## src/rtl/image_binarize_stream.sv

```systemverilog
// Streaming frame reader that fetches pixel rows from memory and emits
// RGB, binary, inverted-binary or grayscale pixels with VSYNC/HSYNC timing.
module image_binarize_stream #(
    parameter int WIDTH          = 768,
    parameter int HEIGHT         = 512,
    parameter int PPC            = 2,
    parameter int START_UP_DELAY = 100,
    parameter int HSYNC_DELAY    = 160,
    parameter int BOTTOM_UP      = 1
) (
    input  logic                 HCLK,
    input  logic                 HRESETn,
    input  logic                 start,
    input  logic [1:0]           mode,
    input  logic [7:0]           threshold,
    output logic                 mem_rd_en,
    output logic [18:0]          mem_addr,
    input  logic [PPC*24-1:0]    mem_rdata,
    output logic                 VSYNC,
    output logic                 HSYNC,
    output logic [PPC*24-1:0]    DATA,
    output logic                 ctrl_done,
    output logic                 busy
);

    localparam int BEATS = WIDTH / PPC;
    localparam int CM0   = (START_UP_DELAY > HSYNC_DELAY) ? START_UP_DELAY : HSYNC_DELAY;
    localparam int CM1   = (CM0 > BEATS) ? CM0 : BEATS;
    localparam int CMAX  = (CM1 > 2) ? CM1 : 2;
    localparam int CW    = $clog2(CMAX);
    localparam int RW    = (HEIGHT > 1) ? $clog2(HEIGHT) : 1;

    typedef enum logic [2:0] {
        ST_IDLE,
        ST_VSYNC,
        ST_HSYNC,
        ST_DATA,
        ST_DRAIN
    } state_t;

    state_t         state_q, state_d;
    logic [CW-1:0]  cnt_q, cnt_d;
    logic [RW-1:0]  row_q, row_d;
    logic [RW-1:0]  frow;
    logic           accept;
    logic [1:0]     mode_q;
    logic [7:0]     thr_q;
    logic           v1_q;

    function automatic logic [23:0] pix(
        input logic [23:0] p,
        input logic [1:0]  m,
        input logic [7:0]  thr
    );
        logic [9:0] sum;
        logic [7:0] g;
        logic       hi;
        sum = 10'(p[23:16]) + {1'b0, p[15:8], 1'b0} + 10'(p[7:0]);
        g   = 8'(sum >> 2);
        hi  = (g > thr);
        case (m)
            2'b00:   pix = p;
            2'b01:   pix = {24{hi}};
            2'b10:   pix = {24{~hi}};
            default: pix = {g, g, g};
        endcase
    endfunction

    // Next-state, counter and row sequencing for the frame walk
    always_comb begin
        state_d = state_q;
        cnt_d   = cnt_q;
        row_d   = row_q;
        accept  = 1'b0;
        unique case (state_q)
            ST_IDLE: begin
                if (start && !ctrl_done) begin
                    state_d = ST_VSYNC;
                    cnt_d   = '0;
                    row_d   = '0;
                    accept  = 1'b1;
                end
            end
            ST_VSYNC: begin
                if (cnt_q == CW'(START_UP_DELAY - 1)) begin
                    state_d = ST_HSYNC;
                    cnt_d   = '0;
                end else begin
                    cnt_d = cnt_q + 1'b1;
                end
            end
            ST_HSYNC: begin
                if (cnt_q == CW'(HSYNC_DELAY - 1)) begin
                    state_d = ST_DATA;
                    cnt_d   = '0;
                end else begin
                    cnt_d = cnt_q + 1'b1;
                end
            end
            ST_DATA: begin
                if (cnt_q == CW'(BEATS - 1)) begin
                    cnt_d = '0;
                    if (row_q == RW'(HEIGHT - 1)) begin
                        state_d = ST_DRAIN;
                    end else begin
                        state_d = ST_HSYNC;
                        row_d   = row_q + 1'b1;
                    end
                end else begin
                    cnt_d = cnt_q + 1'b1;
                end
            end
            ST_DRAIN: begin
                if (cnt_q == CW'(1)) begin
                    state_d = ST_IDLE;
                    cnt_d   = '0;
                end else begin
                    cnt_d = cnt_q + 1'b1;
                end
            end
            default: begin
                state_d = ST_IDLE;
                cnt_d   = '0;
                row_d   = '0;
            end
        endcase
    end

    // State, counters and the per-frame mode/threshold snapshot
    always_ff @(posedge HCLK or negedge HRESETn) begin
        if (!HRESETn) begin
            state_q <= ST_IDLE;
            cnt_q   <= '0;
            row_q   <= '0;
            mode_q  <= '0;
            thr_q   <= '0;
        end else begin
            state_q <= state_d;
            cnt_q   <= cnt_d;
            row_q   <= row_d;
            if (accept) begin
                mode_q <= mode;
                thr_q  <= threshold;
            end
        end
    end

    assign frow      = (BOTTOM_UP != 0) ? (RW'(HEIGHT - 1) - row_q) : row_q;
    assign mem_rd_en = (state_q == ST_DATA);
    assign mem_addr  = mem_rd_en ? (19'(frow) * 19'(BEATS) + 19'(cnt_q)) : '0;
    assign VSYNC     = (state_q == ST_VSYNC);
    assign busy      = (state_q != ST_IDLE) || ctrl_done;

    // Two-stage pixel pipeline: read-valid tracking, then processed output
    always_ff @(posedge HCLK or negedge HRESETn) begin
        if (!HRESETn) begin
            v1_q  <= 1'b0;
            HSYNC <= 1'b0;
            DATA  <= '0;
        end else begin
            v1_q  <= mem_rd_en;
            HSYNC <= v1_q;
            for (int k = 0; k < PPC; k++) begin
                DATA[24*k +: 24] <= v1_q ? pix(mem_rdata[24*k +: 24], mode_q, thr_q) : 24'h0;
            end
        end
    end

    // End-of-frame pulse lands right after the last output beat
    always_ff @(posedge HCLK or negedge HRESETn) begin
        if (!HRESETn) begin
            ctrl_done <= 1'b0;
        end else begin
            ctrl_done <= (state_q == ST_DRAIN) && (cnt_q == CW'(1));
        end
    end

endmodule

```

## config.mk

```make
export PLATFORM = sky130hd
export DESIGN_NAME = image_binarize_stream
export DESIGN_NICKNAME = d
export VERILOG_FILES = /design/src/rtl/image_binarize_stream.sv
export SDC_FILE = /design/constraint.sdc
export NUM_CORES = 1
export LEC_CHECK = 0
export ABC_AREA = 0
export BUFFER_PORTS_ARGS = -buffer_cell sky130_fd_sc_hd__buf_4
export CORE_UTILIZATION = 35
export DETAILED_ROUTE_END_ITERATION = 10
export MAX_ROUTING_LAYER = met4
export SYNTH_ARGS = -nofsm -noshare
export SYNTH_HDL_FRONTEND = slang
export SYNTH_SLANG_ARGS = --single-unit
export TNS_END_PERCENT = 20
```

## constraint.sdc

```tcl
create_clock -name HCLK -period 6.9 [get_ports HCLK]
set_clock_uncertainty 0.1 [all_clocks]
set_input_delay 0.69 -clock HCLK [delete_from_list [all_inputs] [get_ports HCLK]]
set_output_delay 0.69 -clock HCLK [all_outputs]
set_load 0.02 [all_outputs]
```

==> summary.txt <==
Outcome
  • Outcome: completed

Cells and area
  • # diodes: 0
  • Commonest non-fill, non-tap cell in the layout: buf_4
  • Nets: 868
  • Commonest non-fill, non-tap cells in the layout: 133 x buf_4, 82 x dfrtp_1, 56 x nand2_1
  • Synthesis-to-layout area growth: 25.3%
  • Final cell count without fillers: 959
  • Fraction of layout cells with a size suffix above 1: 0.242

Clocking
  • CTS tree: yes
  • Worst skew pair latency: 0.35 ns
  • Hold Buf Count CTS: 0
  • Post-cts sizing count: 0
  • Inserted Clock Buffers: 9
  • Clock sink count: 82
  • Max H-tree Level: 3
  • Clock root buffer: clkbuf_16
  • Post-CTS Setup Repair Bufs: 0
  • Max Buffers Root-to-Sink: 2
  • CTS clk-pin slew, worst paths: 0.06 ns

Worst setup path
  • Worst Path Arrival: 5.01 ns
  • WS Path Type: in2reg
  • Crit path capture type: flop
  • Crit-path cells: buf_4 > inv_1 > fa_1 > and3b_1 > fa_1 > a21o_1 > a21oi_1 > nor2b_1 > o31a_1 > a21oi_1 > ha_1 > and4_1 > a32oi_1 > mux2i_1 > a21oi_1
  • CP max stage delay: 0.89 ns
  • Worst EP required: 6.98 ns
  • CP max-delay cell: mux2i_1
  • Maximum fanout along the worst path: 12
  • Worst setup SP type: input pin
  • Most used cell, CP: a21oi_1

STA
  • # setup viols final: 0
  • Slew Limit Fails: 0
  • Peak Freq: 203 MHz
  • Rel. slew slack: 0.286
  • Worst-margin pin slew: 1.07 ns
  • Fin crit share: 0.714
  • RSZ-0062 raised after global routing: no
  • Clock period minus worst slack: 4.93 ns
  • Fin Setup TNS: 0 ns
  • Final Hold Viols: 0

Detailed routing
  • Vias: 5039
  • Pre-antenna DRT Iters: 6
  • Initial DRC count: 243
  • DR DRC count: 0
  • WL/cell: 15.8 um
  • Vias/cell: 5.25
  • WL final: 15200 um
  • Post-route ant nets: 0

Global route
  • Global Route Usage Sum: 0.190
  • First-pass GRT wire length: 24500 um
  • Grt total ovfl: 0
  • Initial antenna violation count: 0
  • Pin count of the biggest net entering global routing: 83
  • Number of global-route vias before repair: 5118

Floorplan
  • Row cnt: 46
  • Die Height: 131 um
  • Full die area: 17200 um2
  • Core area: 16100 um2
  • IO Count: 133
  • Die W: 131 um
  • Initial Util: 0.363

Yosys
  • XOR/XNOR share of the synthesized area: 0.0406
  • Dominant synthesized flop cell: dfrtp_1
  • Synthesized area per cell: 9.38 um2
  • Flops & latches, synth: 82
  • Netlist cell types: 58
  • Simple-Gate Fraction of Synth Area: 0.185
  • Main combinational cell family by area after synthesis: simple AND/OR/NAND/NOR gates
  • Async set-reset flop share out of synthesis: 1.00
  • Ys Warns: 0
  • Synth Instances: 621
  • Synth Area in Adders: 0.171
  • Compound-gate portion of the synthesized area: 0.176
  • Synthesized net count: 751
  • EDFF count, synth: 0
  • Post-synthesis mux area share: 0.0316
  • Synth Cell Area: 5830 um2
  • Register area share after synthesis: 0.352

Placement
  • Placed insts: 943
  • Port Buf Inserts: 132
  • GP Congestion: 0.882
  • Post-DP HPWL: 11500 um

Power
  • Worst vdd ir: 0.000111 V
  • Pwr per Cell Area: 182 nW/um2
  • P_leak: 3.59 nW
  • Final Total Pwr: 1.32 mW

Job
  • Max-cap viol count: 0

Worst hold path
  • HP Class: reg2reg
## critical path: cells and delay by family
kind,cells,cell delay [ns]
AOI/OAI and AO/OA,6,1.53
adders and majority gates,3,1.26
buffers and inverters,2,0.13
muxes,1,0.89
and+or+nand+nor,3,0.49
## power breakdown
group	switching, mW	internal (mW)	leakage (nW)
clock	0.210	0.290	0.141
sequential	0.00300	0.483	1.12
combinational	0.187	0.151	2.33
## layer usage
| metal | track usage | share of wire | wire, um | up-vias |
|---|---|---|---|---|
| met5 | - | 0 | 0 | - |
| met4 | 0.0622 | 0.015 | 229 | 0 |
| met3 | 0.0326 | 0.033 | 504 | 20 |
| met2 | 0.318 | 0.51 | 7780 | 114 |
| met1 | 0.234 | 0.44 | 6680 | 2446 |
| li1 | - | - | - | 2459 |
## cell usage after synthesis, drive strengths merged (11+ instances only)
library cell / number / share of area
a21o: 14 / 0.018
a21oi: 44 / 0.038
a31oi: 30 / 0.032
and2: 19 / 0.021
clkbuf: 22 / 0.014
dfrtp: 82 / 0.35
fa: 18 / 0.062
ha: 51 / 0.11
inv: 38 / 0.024
mux2: 11 / 0.021
nand2: 57 / 0.037
nand3: 29 / 0.025
nand4: 12 / 0.013
nor2: 38 / 0.024
o21ai: 25 / 0.022
xnor2: 17 / 0.026
## cells by family after synthesis
logic type / count (synthesis)
mux: 17
fa+ha+maj: 69
flops: 82
compound gates: 152
simple gates: 209
xor+xnor: 27
buf+inv: 65
## through the flow
step,hold slack [ns],worst slack [ns],cell area (um2),util
after floorplan,0.294,2.45,5830,-
after global placement,0.389,1.83,6990,0.435
after detailed placement,0.398,1.67,6990,0.435
after CTS,0.412,2.04,7300,0.454
after global routing,0.427,1.67,7300,0.454
final,0.410,1.97,7300,0.454
## area by class of cell
cell class / count / area [um2]
fill: 1560 / 8760
clock buffer: 10 / 239
timing repair buffer: 133 / 998
tap: 216 / 270
clock inverter: 6 / 66.3
multi-input combinational: 474 / 3530
inverter: 38 / 143
sequential: 82 / 2050
## state kept, by name (all words and copies together) (netlist names)
signal,cells
state_q,3
ctrl_done,1
v1_q,1
thr_q,8
cnt_q,9
row_q,9
DATA,48
mode_q,2
HSYNC,1
## worst paths after layout
path | startpoint | slack [ns] | endpoint | cells past startpoint
setup / recovery | mem_rdata[25] | 1.97 | DATA[47] | 15
hold / removal | thr_q[6] | 0.41 | thr_q[6] | 1
setup reg to reg | state_q[2] | 3.63 | row_q[5] | 8
hold reg to reg | thr_q[6] | 0.41 | thr_q[6] | 1
max in group asynchronous | HRESETn | 5.58 | cnt_q[0] | 1
min in group asynchronous | HRESETn | 0.42 | DATA[28] | 1
(Power assumes the default switching activity.)
